**src/rtl/cntr_bank.sv**
```systemverilog
// cntr_bank: bank of NUM_CNTRS free-running counters (cycle, instret, events) with inhibit mask and sticky overflow.
// Latency: reads return 1 cycle after rd_en; writes and increments land at the same posedge.
// Backpressure: none; a read or write is accepted every cycle.
//
// Ports:
//   clk, rst (sync, active-low) | retire, event_i : increment sources
//   rd_en, wr_en, addr, wdata   : access port (addr[0] = high-word select, addr[ADDR_W-1:1] = index)
//   rd_valid, rd_data           : registered read return
//   ovf                         : sticky per-counter overflow flags
module cntr_bank #(
  parameter int WORD_SIZE  = 32,
  parameter int CNTR_WIDTH = 64,
  parameter int NUM_CNTRS  = 4,
  parameter int ADDR_W     = 6,
  localparam int EV_W      = (NUM_CNTRS > 2) ? NUM_CNTRS - 2 : 1
) (
  input  logic                 clk,
  input  logic                 rst,
  input  logic                 retire,
  input  logic [EV_W-1:0]      event_i,
  input  logic                 rd_en,
  input  logic                 wr_en,
  input  logic [ADDR_W-1:0]    addr,
  input  logic [WORD_SIZE-1:0] wdata,
  output logic                 rd_valid,
  output logic [WORD_SIZE-1:0] rd_data,
  output logic [NUM_CNTRS-1:0] ovf
);

  localparam int IDX_W = ADDR_W - 1;
  localparam logic [IDX_W-1:0] INH_IDX = IDX_W'(30);
  localparam logic [IDX_W-1:0] OVF_IDX = IDX_W'(31);
  localparam bit DOUBLE = (CNTR_WIDTH == 2 * WORD_SIZE);

  logic [IDX_W-1:0]      idx;
  logic                  hi_sel;
  logic                  half_ok;
  logic [CNTR_WIDTH-1:0] cntr_q [NUM_CNTRS];
  logic [CNTR_WIDTH-1:0] cntr_d [NUM_CNTRS];
  logic [CNTR_WIDTH-1:0] merged [NUM_CNTRS];
  logic [NUM_CNTRS-1:0]  src;
  logic [NUM_CNTRS-1:0]  inh_q;
  logic [NUM_CNTRS-1:0]  ovf_q;
  logic [NUM_CNTRS-1:0]  ovf_d;
  logic [CNTR_WIDTH-1:0] cnt_sel;
  logic [WORD_SIZE-1:0]  cnt_word;
  logic [WORD_SIZE-1:0]  rd_word;

  assign idx    = addr[ADDR_W-1:1];
  assign hi_sel = addr[0];
  // With single-word counters the high half does not exist: it reads 0 and ignores writes.
  assign half_ok = DOUBLE || !hi_sel;
  assign ovf     = ovf_q;

  // Per-counter increment source and the write-merged value (addressed half replaced, other half kept).
  for (genvar i = 0; i < NUM_CNTRS; i++) begin : g_cntr
    if (i == 0) begin : g_cyc
      assign src[i] = 1'b1;
    end else if (i == 1) begin : g_ret
      assign src[i] = retire;
    end else begin : g_evt
      assign src[i] = event_i[i-2];
    end

    if (DOUBLE) begin : g_dbl
      assign merged[i] = hi_sel ? {wdata, cntr_q[i][WORD_SIZE-1:0]}
                                : {cntr_q[i][CNTR_WIDTH-1:WORD_SIZE], wdata};
    end else begin : g_sgl
      assign merged[i] = CNTR_WIDTH'(wdata);
    end
  end

  // Next state: a write beats the increment and clears the sticky flag; the
  // increment uses the mask as held before this edge.
  always_comb begin
    for (int i = 0; i < NUM_CNTRS; i++) begin
      cntr_d[i] = cntr_q[i];
      ovf_d[i]  = ovf_q[i];
      if (wr_en && half_ok && (idx == IDX_W'(i))) begin
        cntr_d[i] = merged[i];
        ovf_d[i]  = 1'b0;
      end else if (src[i] && !inh_q[i]) begin
        cntr_d[i] = cntr_q[i] + CNTR_WIDTH'(1);
        if (&cntr_q[i]) ovf_d[i] = 1'b1;
      end
    end
  end

  // Read path sees pre-update state, so a same-cycle write returns the old value.
  always_comb begin
    cnt_sel = '0;
    for (int i = 0; i < NUM_CNTRS; i++) begin
      if (idx == IDX_W'(i)) cnt_sel = cntr_q[i];
    end
  end

  if (DOUBLE) begin : g_rd_dbl
    assign cnt_word = hi_sel ? cnt_sel[CNTR_WIDTH-1:WORD_SIZE] : cnt_sel[WORD_SIZE-1:0];
  end else begin : g_rd_sgl
    assign cnt_word = hi_sel ? '0 : cnt_sel[WORD_SIZE-1:0];
  end

  always_comb begin
    rd_word = '0;
    if (idx == INH_IDX)                 rd_word = WORD_SIZE'(inh_q);
    else if (idx == OVF_IDX)            rd_word = WORD_SIZE'(ovf_q);
    else if (int'(idx) < NUM_CNTRS)     rd_word = cnt_word;
  end

  always_ff @(posedge clk) begin
    if (!rst) begin
      for (int i = 0; i < NUM_CNTRS; i++) cntr_q[i] <= '0;
      inh_q    <= '0;
      ovf_q    <= '0;
      rd_valid <= 1'b0;
      rd_data  <= '0;
    end else begin
      for (int i = 0; i < NUM_CNTRS; i++) cntr_q[i] <= cntr_d[i];
      ovf_q    <= ovf_d;
      rd_valid <= rd_en;
      if (rd_en) rd_data <= rd_word;
      if (wr_en && idx == INH_IDX) inh_q <= wdata[NUM_CNTRS-1:0];
    end
  end

endmodule
```
**config.mk**
```make
export PLATFORM = sky130hd
export DESIGN_NAME = cntr_bank
export DESIGN_NICKNAME = d
export VERILOG_FILES = /design/src/rtl/cntr_bank.sv
export SDC_FILE = /design/constraint.sdc
export NUM_CORES = 1
export LEC_CHECK = 0
export BUFFER_PORTS_ARGS = -buffer_cell sky130_fd_sc_hd__buf_4
export CAP_MARGIN = 15
export CORE_ASPECT_RATIO = 0.8
export CORE_MARGIN = 2
export CORE_UTILIZATION = 35
export DETAILED_ROUTE_END_ITERATION = 16
export PLACE_DENSITY_LB_ADDON = 0.08
export SETUP_SLACK_MARGIN = 0.3
export SLEW_MARGIN = 20
export SYNTH_ARGS = -nofsm -noshare
export SYNTH_HDL_FRONTEND = slang
export SYNTH_SLANG_ARGS = --single-unit
```
**constraint.sdc**
```tcl
create_clock -name clk -period 3.2 [get_ports clk]
set_clock_uncertainty 0.15 [all_clocks]
set_input_delay 0.32 -clock clk [delete_from_list [all_inputs] [get_ports clk]]
set_output_delay 0.32 -clock clk [all_outputs]
set_load 0.03 [all_outputs]
```
# Word level (Yosys, flattened, before mapping)
# Memory sizes are Yosys's and may differ from the RTL's.
# Index checks and enable logic that the tools add are counted.
[word_totals]
mem_count = 1
input_bits = 45
output_inout_bits = 37
ramBits = 256
regBits = 41
[mem_list]
columns = ["memory", "depth", "width", "read_ports", "rd_ports_with_merged_regs", "wr", "line_no", "text"]
rows = [
  ["cntr_q", 4, 64, 4, 0, 4, "38", "logic [CNTR_WIDTH-1:0] cntr_q [NUM_CNTRS];"],
]
[op_classes]
n_eq_ne = 5
n_reduce_logical = 20
mux = 26
bitwise = 6
order_cmp = 1
add_sub_neg = 4
[ops]
columns = ["operator", "n"]
rows = [
  ["2-to-1 mux 64 bit", 20],
  ["AND reduction 65 bit", 4],
  ["adder 64 x 1 -> 64 bit (second input constant)", 4],
  ["2-to-1 mux 32 bit", 4],
  ["equality test 5 x 2 -> 1 bit (second input constant)", 2],
  ["equality test 5 bit (second input constant)", 2],
  ["logical AND 1 bit", 8],
  ["OR reduction 2 bit", 4],
  ["equality test 5 x 1 -> 1 bit (second input constant)", 1],
  ["zero test 5 bit", 1],
  ["less-than comparator 5 x 3 -> 1 bit (second input constant)", 1],
  ["bitwise OR 1 bit", 4],
  ["zero test 1 bit", 3],
  ["2-to-1 mux 1 bit", 2],
  ["inverter 1 bit", 2],
]

# Depth between registers and ports, before layout
[logic_depth]
word_depth = 9
ltp_mapped = 11
mapped_depth_nobuf = 7

# Worst setup path after synthesis
# OpenSTA, ideal clock, no wires.
[synth_path]
path_type = "reg2reg"
start = "memory cntr_q[2][0]"
end = "memory cntr_q[2][58]"
stages_incl_launch_ff = 9
slack_ps = 444
synth_period_minus_slack_ps = 2756
t_arrival_ps = 2474
setup_ps = 132
t_required_ps = 2918
cell_sequence = "dfxtp_1 -> ha_1 -> nand4_1 -> or3_1 -> buf_2 -> or4_1 -> o31a_1 -> o21ai_0 -> a21oi_1"
[synth_rtl]
columns = ["element", "line_no"]
rows = [
  ["start, declared", "38"],
]

==> results by group <==
Run status
  • Outcome: finished clean

Clock tree
  • Later-pin clock latency in the skew report: 0.59 ns
  • Clock H-tree levels: 2
  • Clock slew seen by the registers of the worst setup and hold paths: 0.06 ns
  • Root Driver: clkbuf_16
  • TritonCTS clock tree: built
  • CTS sink cnt: 297
  • Clock tree buffer depth: 3
  • TritonCTS Buffers: 38

Timing
  • Slew @ Worst Pin: 1.173 ns
  • Fin Setup TNS: 0 ns
  • Slew headroom: between 20% and 30%
  • RSZ-0062 raised after global routing: yes
  • Final hold vios: 0
  • Worst hold slack: 0.01710 ns
  • Period Utilization, post-route: 90.09%
  • Final min period: 2.883 ns
  • Final setup viols: 0
  • Setup slack after layout: between 0.3 and 0.4 ns
  • Slew Limit Fails: 0
  • Fmax: about 0.35 GHz

Yosys
  • Post-synthesis register bit count: just under 300
  • Syn Std Cell Area: ~19000 sq um
  • Mapped Nets: around 2600
  • Post-Syn Area per Cell: 7.538 sq um
  • Combinational family with the most area after synthesis: simple AND/OR/NAND/NOR gates
  • Multiplexer share of the synthesized area: under 10%
  • Adder-Cell Fraction of Synth Area: less than 1%
  • Post-synth cell types: 84
  • Main synth FF type: dfxtp_1
  • List of most frequent post-synthesis cells: dfxtp_1, nand2_1, nor2_1, a21oi_1, o21ai_0
  • Main area contributors after synthesis: dfxtp_1, a21oi_1, o21ai_0, nand2_1, nor2_1
  • Simple-Gate Fraction of Synth Area: between 20% and 30%
  • Top-count cell post-synth: dfxtp_1
  • Synth Area in XOR/XNOR: 1.484%
  • Top cell type's share of synthesized area: 30.54%
  • Sequential-to-total area share from yosys stat: between 30% and 40%
  • Number of synthesized flops with an enable pin: 0
  • Syn Inst Count: 2583
  • Synth warnings: 0
  • Area leader, netlist: dfxtp_1
  • Synth Area in Compound Gates: 26.26%
  • Ys async rst share: 0%

Critical path
  • Critical path class: flip-flop to flip-flop
  • Worst r2r src: cntr_q[0][10]$_SDFFE_PN0P_
  • Slowest CP cell: nor4_4
  • Max incr delay on CP: 0.67 ns
  • Worst-path cell chain: nand3_1 -> nor4_4 -> nand2_1 -> nor3_1 -> or4b_1 -> o311ai_0
  • Worst setup SP type: flip-flop
  • CP Data Required Time: 3.52 ns
  • CP endpoint kind: flip-flop
  • Data arrival, critical path: about 3.2 ns
  • Critical Path Fanout Max: 8
  • Crit. Startpoint: cntr_q[0][10]$_SDFFE_PN0P_
  • Register-to-Register Setup Slack: 0.32 ns

Routing
  • Routed wire length: 108800 microns
  • Residual DRC: 0
  • DRT Pass-1 Iters: 6
  • Number of DRC markers in iteration 0: approximately 3300
  • Wire per inst: 31.54 microns
  • DR vias/cell: 6.658
  • Met2 wire length: 41670 microns
  • Via count: about 23000
  • Routed wl met3: approximately 15000 microns
  • Met1 wire length: 47930 microns
  • Highest routed layer: met5
  • Detail Route Antenna Nets: 0

Layout
  • Layout fillers: 5692
  • Share of layout cells above drive strength 1: 15.68%
  • Nets@finish: 2721
  • Fin util: 42.07%
  • Synthesis-to-layout area growth: 19.07%
  • Non-Filler Instances: 3450

GRT
  • Initial antenna violation count: 10
  • Vias in the first global route: 20410
  • Largest net degree at the start of global routing: 106
  • Grt ovf: 0
  • First-pass GRT wire length: 152900 microns
  • GRT Util Overall: between 30% and 40%

Placed design
  • Routability cong.: 0.9918
  • Dpl hpwl: between 70000 and 80000 microns
  • Placed cells: 3366
  • IO Port Bufs: 81
  • DP Worst Slack: just over 0.2 ns

Die
  • FP Rows: 77
  • Ports: 82
  • Starting density of the core: 35.33%
  • Die H: 215.0 microns
  • Core box area: 55110 sq um
  • Die area: approximately 58000 sq um
  • Die X: 267.7 microns

Power
  • P_leak: about 7.7 nW
  • Max IR drop VDD: 278.1 uV
  • PD cells: 409.5 nW/um^2

Min path
  • Hold Crit Class: input port to flip-flop
  • Worst hold start: wdata[11]

Flow run
  • Max Cap Viol: 0
-- sequential cells by signal, summed over array words and instances, names as in the netlist --
signal    count
cntr_q      256
rd_data      32
inh_q         4
ovf           4
rd_valid      1
-- area by class of cell --
cell class	count	area [sq um]	share of cell area, %
Antenna cell	2	5.005	0.02159
Clock buffer	54	1132	4.884
Clock inverter	12	166.4	0.7178
Inverter	40	152.6	0.6584
Multi-Input combinational cell	2041	12740	54.94
Sequential cell	297	5946	25.65
Tap cell	750	938.4	4.048
Timing Repair Buffer	254	2106	9.083
-- power breakdown --
| part | switching, W | internal [W] | leakage (nW) | total [W] |
|---|---|---|---|---|
| clock network | 0.00189 | 0.00278 | 0.643 | 0.00467 |
| registers | 0.0000902 | 0.00375 | 2.40 | 0.00384 |
| logic | 0.000706 | 0.000283 | 4.71 | 0.000989 |
-- worst max-delay path: cells and delay by family, from the launching register on --
kind,cells,cell delay (ns)
AND/OR/NAND/NOR,5,2.06
AO/OA/AOI/OAI,1,0.10
flip-flops,1,0.47
-- kinds of logic (layout without fill, tap and decap cells) --
logic type	after synthesis	count (layout)
flops	297	297
fa+ha+maj	4	4
simple gates	1080	1080
xor+xnor	33	33
buf+inv	245	360
compound gates	806	806
other cells	0	2
mux	118	118
-- layer usage --
metal / vias to the layer above / GRT usage, %
met3: 196 / 10.29
li1: 10030 / -
met4: 2 / 12.72
met1: 11150 / 56.30
met2: 1592 / 48.07
met5: - / 0
-- cell usage in the layout (no fill, tap or decap), drive strengths merged, types with 30 or more instances in the layout --
cell type	n
dfxtp	297
nand2	270
buf	241
nor2	229
o21ai	212
a21oi	210
nor3	122
nand3	118
nand4	94
a211oi	70
mux2i	62
a31oi	58
nor4	54
clkbuf	54
and3	50
inv	41
mux4	33
and4	30
-- stage by stage --
step / cell area, sq um / power, W
2_1_floorplan: 19470 / 0.004330
3_3_place_gp: 21640 / 0.004843
3_5_place_dp: 21650 / 0.004845
4_1_cts: 23080 / 0.009470
5_1_grt: 23180 / 0.009696
6_report: 23180 / 0.009493
-- final timing paths --
path / to / cells past startpoint
worst min register to register: rd_data[10]$_SDFFE_PN0P_ / 2
worst min-delay path: cntr_q[2][43]$_SDFFE_PN0P_ / 3
worst max register to register: cntr_q[0][35]$_SDFFE_PN0P_ / 6
worst max-delay path: cntr_q[0][35]$_SDFFE_PN0P_ / 6
-- repair_timing --
action | 4_1_cts | 5_1_grt
resized for setup | 1 | 13
cloned | 0 | 0
pin swaps | 0 | 1
buffers inserted | 0 | 3
setup endpoints to repair | 1 | 36
hold buffers | 13 | 0
endpoints found under the hold margin | 15 | 0
Power figures use the tool's default switching activity.
